`config.mk`:
```
export PLATFORM = sky130hd
export DESIGN_NAME = comb_bank_scheduler
export DESIGN_NICKNAME = d
export VERILOG_FILES = /design/src/rtl/comb_bank_scheduler.sv
export SDC_FILE = /design/constraint.sdc
export NUM_CORES = 2
export LEC_CHECK = 0
export BUFFER_PORTS_ARGS = -buffer_cell sky130_fd_sc_hd__buf_2
export CORE_MARGIN = 5
export CORE_UTILIZATION = 58
export CTS_CLUSTER_DIAMETER = 80
export CTS_CLUSTER_SIZE = 40
export DETAILED_ROUTE_END_ITERATION = 16
export PLACE_DENSITY = 0.86
export SYNTH_ARGS = -nofsm -noshare
export SYNTH_HDL_FRONTEND = slang
export SYNTH_SLANG_ARGS = --single-unit
```
`constraint.sdc`:
```
create_clock -name clk -period 15.45 [get_ports clk]
set_clock_uncertainty 0.1 [all_clocks]
set_input_delay 0 -clock clk [delete_from_list [all_inputs] [get_ports clk]]
set_output_delay 0 -clock clk [all_outputs]
set_load 0.05 [all_outputs]
```
`src/rtl/comb_bank_scheduler.sv`:
```
// Time-multiplexed scheduler for a bank of feedback comb filters sharing one delay BRAM and one multiplier.
// Each sample tick walks every channel through READ/WAIT/MAC/WRITE, then publishes the bank average.
module comb_bank_scheduler #(
    parameter int WIDTH       = 24,
    parameter int FIXED_POINT = 8,
    parameter int N_CH        = 4,
    parameter int MAXLEN      = 4096,
    parameter int AW          = $clog2(N_CH * MAXLEN),
    localparam int WORD       = WIDTH + FIXED_POINT,
    localparam int CW         = (N_CH > 1) ? $clog2(N_CH) : 1
) (
    input  logic            clk,
    input  logic            rst,
    input  logic            sample_tick,
    input  logic [WORD-1:0] in,
    input  logic            cfg_we,
    input  logic [CW-1:0]   cfg_ch,
    input  logic [WORD-1:0] cfg_tau,
    input  logic [WORD-1:0] cfg_gain,
    output logic [AW-1:0]   mem_addr,
    output logic            mem_re,
    input  logic [WORD-1:0] mem_rdata,
    output logic            mem_we,
    output logic [WORD-1:0] mem_wdata,
    output logic [WORD-1:0] out,
    output logic            out_valid,
    output logic            busy,
    output logic            overrun
);

    localparam int LOG_N = $clog2(N_CH);
    localparam int ACCW  = WORD + LOG_N;
    localparam int PRW   = 2 * WORD;
    localparam int PW    = (MAXLEN > 1) ? $clog2(MAXLEN) : 1;
    localparam int TW    = PW + 1;
    localparam int AXW   = AW + CW;
    localparam int CNW   = AW + 1;
    localparam int DEPTH = N_CH * MAXLEN;

    typedef enum logic [2:0] {
        S_CLEAR, S_IDLE, S_READ, S_WAIT, S_MAC, S_WRITE, S_DONE
    } state_t;

    state_t            state;
    logic [CNW-1:0]    clr_cnt;
    logic [CW-1:0]     ch;
    logic [CW-1:0]     ch_nxt;
    logic [WORD-1:0]   in_lat;
    logic [WORD-1:0]   y_q;
    logic signed [ACCW-1:0] acc;
    logic signed [PRW-1:0]  prod;
    logic [WORD-1:0]   fb_word;
    logic [TW-1:0]     ptr_inc;

    logic [TW-1:0]     tau_sh   [N_CH];
    logic [WORD-1:0]   gain_sh  [N_CH];
    logic [TW-1:0]     tau_act  [N_CH];
    logic [WORD-1:0]   gain_act [N_CH];
    logic [PW-1:0]     ptr      [N_CH];
    logic [PW-1:0]     ptr_load [N_CH];

    function automatic logic [TW-1:0] clamp_tau(input logic [WORD-1:0] t);
        if (t == '0) return TW'(1);
        if (t > WORD'(MAXLEN)) return TW'(MAXLEN);
        return t[TW-1:0];
    endfunction

    function automatic logic [AW-1:0] addr_of(input logic [CW-1:0] c, input logic [PW-1:0] p);
        logic [AXW-1:0] a;
        a = (AXW'(c) << PW) | AXW'(p);
        return a[AW-1:0];
    endfunction

    always_ff @(posedge clk or posedge rst) begin
        if (rst) begin
            for (int i = 0; i < N_CH; i++) begin
                tau_sh[i]  <= TW'(1);
                gain_sh[i] <= '0;
            end
        end else if (cfg_we) begin
            tau_sh[cfg_ch]  <= clamp_tau(cfg_tau);
            gain_sh[cfg_ch] <= cfg_gain;
        end
    end

    // Pointers that would sit outside a shrunken delay line restart at the line head.
    always_comb begin
        for (int i = 0; i < N_CH; i++) begin
            ptr_load[i] = (TW'(ptr[i]) >= tau_sh[i]) ? '0 : ptr[i];
        end
    end

    assign ch_nxt  = ch + CW'(1);
    assign ptr_inc = TW'(ptr[ch]) + TW'(1);
    assign prod    = PRW'($signed(gain_act[ch])) * PRW'($signed(y_q));
    assign fb_word = in_lat + WORD'(prod >>> FIXED_POINT);

    // sample_tick has no ready: it is taken only in IDLE; in a processing state it is dropped
    // and flagged on overrun, and during CLEAR it is dropped silently.
    always_ff @(posedge clk or posedge rst) begin
        if (rst) begin
            state     <= S_CLEAR;
            clr_cnt   <= '0;
            ch        <= '0;
            in_lat    <= '0;
            y_q       <= '0;
            acc       <= '0;
            mem_addr  <= '0;
            mem_re    <= 1'b0;
            mem_we    <= 1'b0;
            mem_wdata <= '0;
            out       <= '0;
            out_valid <= 1'b0;
            busy      <= 1'b0;
            overrun   <= 1'b0;
            for (int i = 0; i < N_CH; i++) begin
                ptr[i]      <= '0;
                tau_act[i]  <= TW'(1);
                gain_act[i] <= '0;
            end
        end else begin
            mem_re    <= 1'b0;
            mem_we    <= 1'b0;
            out_valid <= 1'b0;
            if (sample_tick && state != S_CLEAR && state != S_IDLE) overrun <= 1'b1;
            case (state)
                S_CLEAR: begin
                    if (clr_cnt == CNW'(DEPTH)) begin
                        state <= S_IDLE;
                        busy  <= 1'b0;
                    end else begin
                        mem_addr  <= clr_cnt[AW-1:0];
                        mem_we    <= 1'b1;
                        mem_wdata <= '0;
                        busy      <= 1'b1;
                        clr_cnt   <= clr_cnt + CNW'(1);
                    end
                end
                S_IDLE: begin
                    if (sample_tick) begin
                        in_lat <= in;
                        acc    <= '0;
                        ch     <= '0;
                        busy   <= 1'b1;
                        for (int i = 0; i < N_CH; i++) begin
                            tau_act[i]  <= tau_sh[i];
                            gain_act[i] <= gain_sh[i];
                            ptr[i]      <= ptr_load[i];
                        end
                        mem_addr <= addr_of('0, ptr_load[0]);
                        mem_re   <= 1'b1;
                        state    <= S_READ;
                    end
                end
                S_READ: state <= S_WAIT;
                S_WAIT: begin
                    y_q   <= mem_rdata;
                    state <= S_MAC;
                end
                S_MAC: begin
                    acc       <= acc + ACCW'($signed(y_q));
                    mem_wdata <= fb_word;
                    mem_we    <= 1'b1;
                    state     <= S_WRITE;
                end
                S_WRITE: begin
                    ptr[ch] <= (ptr_inc == tau_act[ch]) ? '0 : ptr_inc[PW-1:0];
                    if (ch == CW'(N_CH - 1)) begin
                        state <= S_DONE;
                    end else begin
                        ch       <= ch_nxt;
                        mem_addr <= addr_of(ch_nxt, ptr[ch_nxt]);
                        mem_re   <= 1'b1;
                        state    <= S_READ;
                    end
                end
                S_DONE: begin
                    out       <= WORD'(acc >>> LOG_N);
                    out_valid <= 1'b1;
                    busy      <= 1'b0;
                    state     <= S_IDLE;
                end
                default: state <= S_CLEAR;
            endcase
        end
    end

endmodule

```
==> reports/results.ini <==
[final_layout]
nets = 6576
final_cells = 6720
postLayoutCellArea_sq_um = 56700
final_common_cell = nand2_1
drive_above_1_share_pct = 9.80
ff_latch_area_sq_um = 15300
area_growth_pct = 8.72
multi_input_area_sq_um = 33100
final_cell_mix = nand2_1, inv_1, fa_1, dfrtp_1, and2_1
fillerInstances = 6497

[setup_path]
critPathSlowestCell = dfrtp_2
cp_max_fo = 33
cp_slowest_stage_delay_ps = 940
r2r-end = mem_wdata[26]
reg2reg_depth = 38
setup.worst_path.class = reg2reg
crit_required_ps = 15960
crit_top_cell = fa_1
worst-r2r-setup-slack_ps = 3910
start_kind = register
arrival_ps = 12050
crit_path_end_kind = register
reg2reg_from = ch[1]

[logic_synthesis]
ys_seq_area_share_pct = 29.3
ys.flop_type = dfrtp_1
avgSynthCellArea_sq_um = 9.78
syn_area_sq_um = 52100
synth_warnings = 0
synth_nets = 6382
synth_seq_cells = 609
netlist_instances = 5329
async_flop_share_pct = 100
synth_edf_count = 0
synth_cell_type_count = 77

[clock_network]
ctsHtreeMaxLevel = 1
cts_root_buf = clkbuf_16
cts.sinks = 609
clk_pin_slew_ps = 140
clk_latency_ps = 660
cts_tree = done
ctsResizeCount = 0
cts_buffer_depth = 3
cts_buffers = 24

[route]
drtIter0Drc = 3468
totalWireLength_um = 140000
via_count = 39800
avgRoutedWirePerCell_um = 20.8
first_pass_iters = 6
drcViolationCount = 0
via_per_inst = 5.92
ant_nets = 0

[global_routing]
grt_max_degree = 177
grt_pass1_wl_um = 226000
grt_pass1_vias = 42800
overflow = 0
grt_util_all_layers_pct = 29.6
antenna_found_initial = 5

[sta]
hold_viol = 0
rsz0062_at_grt = false
slew_headroom_pct = 5.69
fin_crit_sh_pct = 74.7
period_needed_ps = 11540
fin_tns_setup_ps = 0
setup_viol = 0
maxClockFrequency_ghz = 0.0867
slew_violations = 0
worst_pin_slew_ps = 1410

[placement]
gp_congestion = 0.945
place_hpwl_um = 99000
postPlaceCellArea_sq_um = 54000
place_inst = 6498
portBuffers = 216

[floorplanning]
design.core.area_sq_um = 89600
ios = 217
die_y_um = 310
start_util_pct = 58.2
dieArea_sq_um = 96000
fp-row-count = 110
dieWidth_um = 310

[outcome]
status = complete, no violations

[run]
cap_violations = 0

[min_path]
hold_path_class = in2async

## synthesized netlist by cell type (11+ instances only)
cell type | count | area share, %
o21ai_0 | 189 | 1.8
a21oi_1 | 77 | 0.74
a21o_1 | 53 | 0.76
nor4_1 | 11 | 0.13
clkbuf_1 | 246 | 1.8
nand4_1 | 21 | 0.25
and2_1 | 457 | 5.5
nor3_1 | 36 | 0.35
xnor2_1 | 109 | 1.8
fa_1 | 644 | 25
nand2b_1 | 21 | 0.25
o22ai_1 | 16 | 0.19
xor2_1 | 51 | 0.86
nor2b_1 | 25 | 0.30
nand2_1 | 1185 | 8.5
nor2_1 | 92 | 0.66
inv_1 | 712 | 5.1
mux2_2 | 133 | 2.9
o21a_1 | 20 | 0.29
mux4_2 | 66 | 2.9
dfrtp_1 | 601 | 29
a221o_1 | 12 | 0.23
a211oi_1 | 25 | 0.36
ha_1 | 275 | 6.6
nand3_1 | 31 | 0.30
a22o_1 | 16 | 0.27
a32o_1 | 46 | 0.88
and3_1 | 14 | 0.17
## stage by stage
stage	utilization (%)	hold slack, ps	worst slack [ps]
2_1_floorplan	-	5.44	4810
3_3_place_gp	60.3	92.3	4290
3_5_place_dp	60.3	96.3	4140
4_1_cts	63.2	0.806	4070
5_1_grt	63.2	32.8	3380
6_report	63.2	4.52	3910
## kinds of logic (layout without fill, tap and decap cells)
| logic type | after synthesis | after routing | share of synthesized area, % |
|---|---|---|---|
| compound gates | 522 | 522 | 6.60 |
| xor+xnor | 165 | 165 | 2.86 |
| fa+ha+maj | 919 | 919 | 31.3 |
| buf+inv | 988 | 1198 | 7.26 |
| flops | 609 | 609 | 29.3 |
| mux | 203 | 203 | 5.80 |
| other cells | 0 | 5 | 0 |
| simple gates | 1923 | 1923 | 16.9 |
## layer usage
metal | vias up | GRT usage, % | share of wire (%)
met5 | - | 0 | 0.0079
met3 | 514 | 4.28 | 8.3
met1 | 20100 | 37.6 | 37
met4 | 2 | 14.5 | 6.1
li1 | 17100 | - | -
met2 | 2141 | 50.2 | 49
## flip-flops by register name (all words and copies together) (netlist names)
register   cells
acc           34
busy           1
ch             2
clr_cnt       15
gain_act     128
gain_sh      128
in_lat        32
mem_addr      14
mem_re         1
mem_wdata     32
mem_we         1
out           32
out_valid      1
overrun        1
ptr           48
state          3
tau_act       52
tau_sh        52
y_q           32
## cell type report
| type | count | area share (%) |
|---|---|---|
| well taps | 1176 | 2.60 |
| clock inverters | 14 | 0.484 |
| diodes | 5 | 0.0221 |
| flip-flops and latches | 609 | 26.9 |
| repair buffers | 443 | 5.71 |
| inverters | 713 | 4.73 |
| clock buffers | 28 | 1.09 |
| multi-input cells | 3732 | 58.5 |
## timing repair
action,in CTS,in global routing
hold endpoints to repair,415,0
setup buffers,0,0
hold buffers,175,0
## worst max-delay path, delay by kind of cell (launching register included)
family	cells	cell delay, ps
XOR/XNOR	1	120
adder cells (fa/ha/maj)	10	4500
buffers and inverters	6	880
AND/OR/NAND/NOR	9	1620
flip-flops	1	940
AO/OA/AOI/OAI	11	2340
multiplexers	1	910
## worst max path at each step
| stage | startpoint | to | slack, ps | depth (start not counted) |
|---|---|---|---|---|
| after CTS | ch[1] | mem_wdata[26] | 4070 | 38 |
| after detailed placement | ch[1] | mem_wdata[26] | 4140 | 38 |
| final | ch[1] | mem_wdata[26] | 3910 | 38 |
| after global placement | ch[1] | mem_wdata[31] | 4290 | 37 |
| after floorplan | ch[0] | mem_wdata[31] | 4810 | 43 |
| after global routing | ch[1] | mem_wdata[31] | 3380 | 38 |
Power is left out: the tool's default activity adds up to more than one toggle a clock period on the data nets, which glitch-free logic cannot reach.
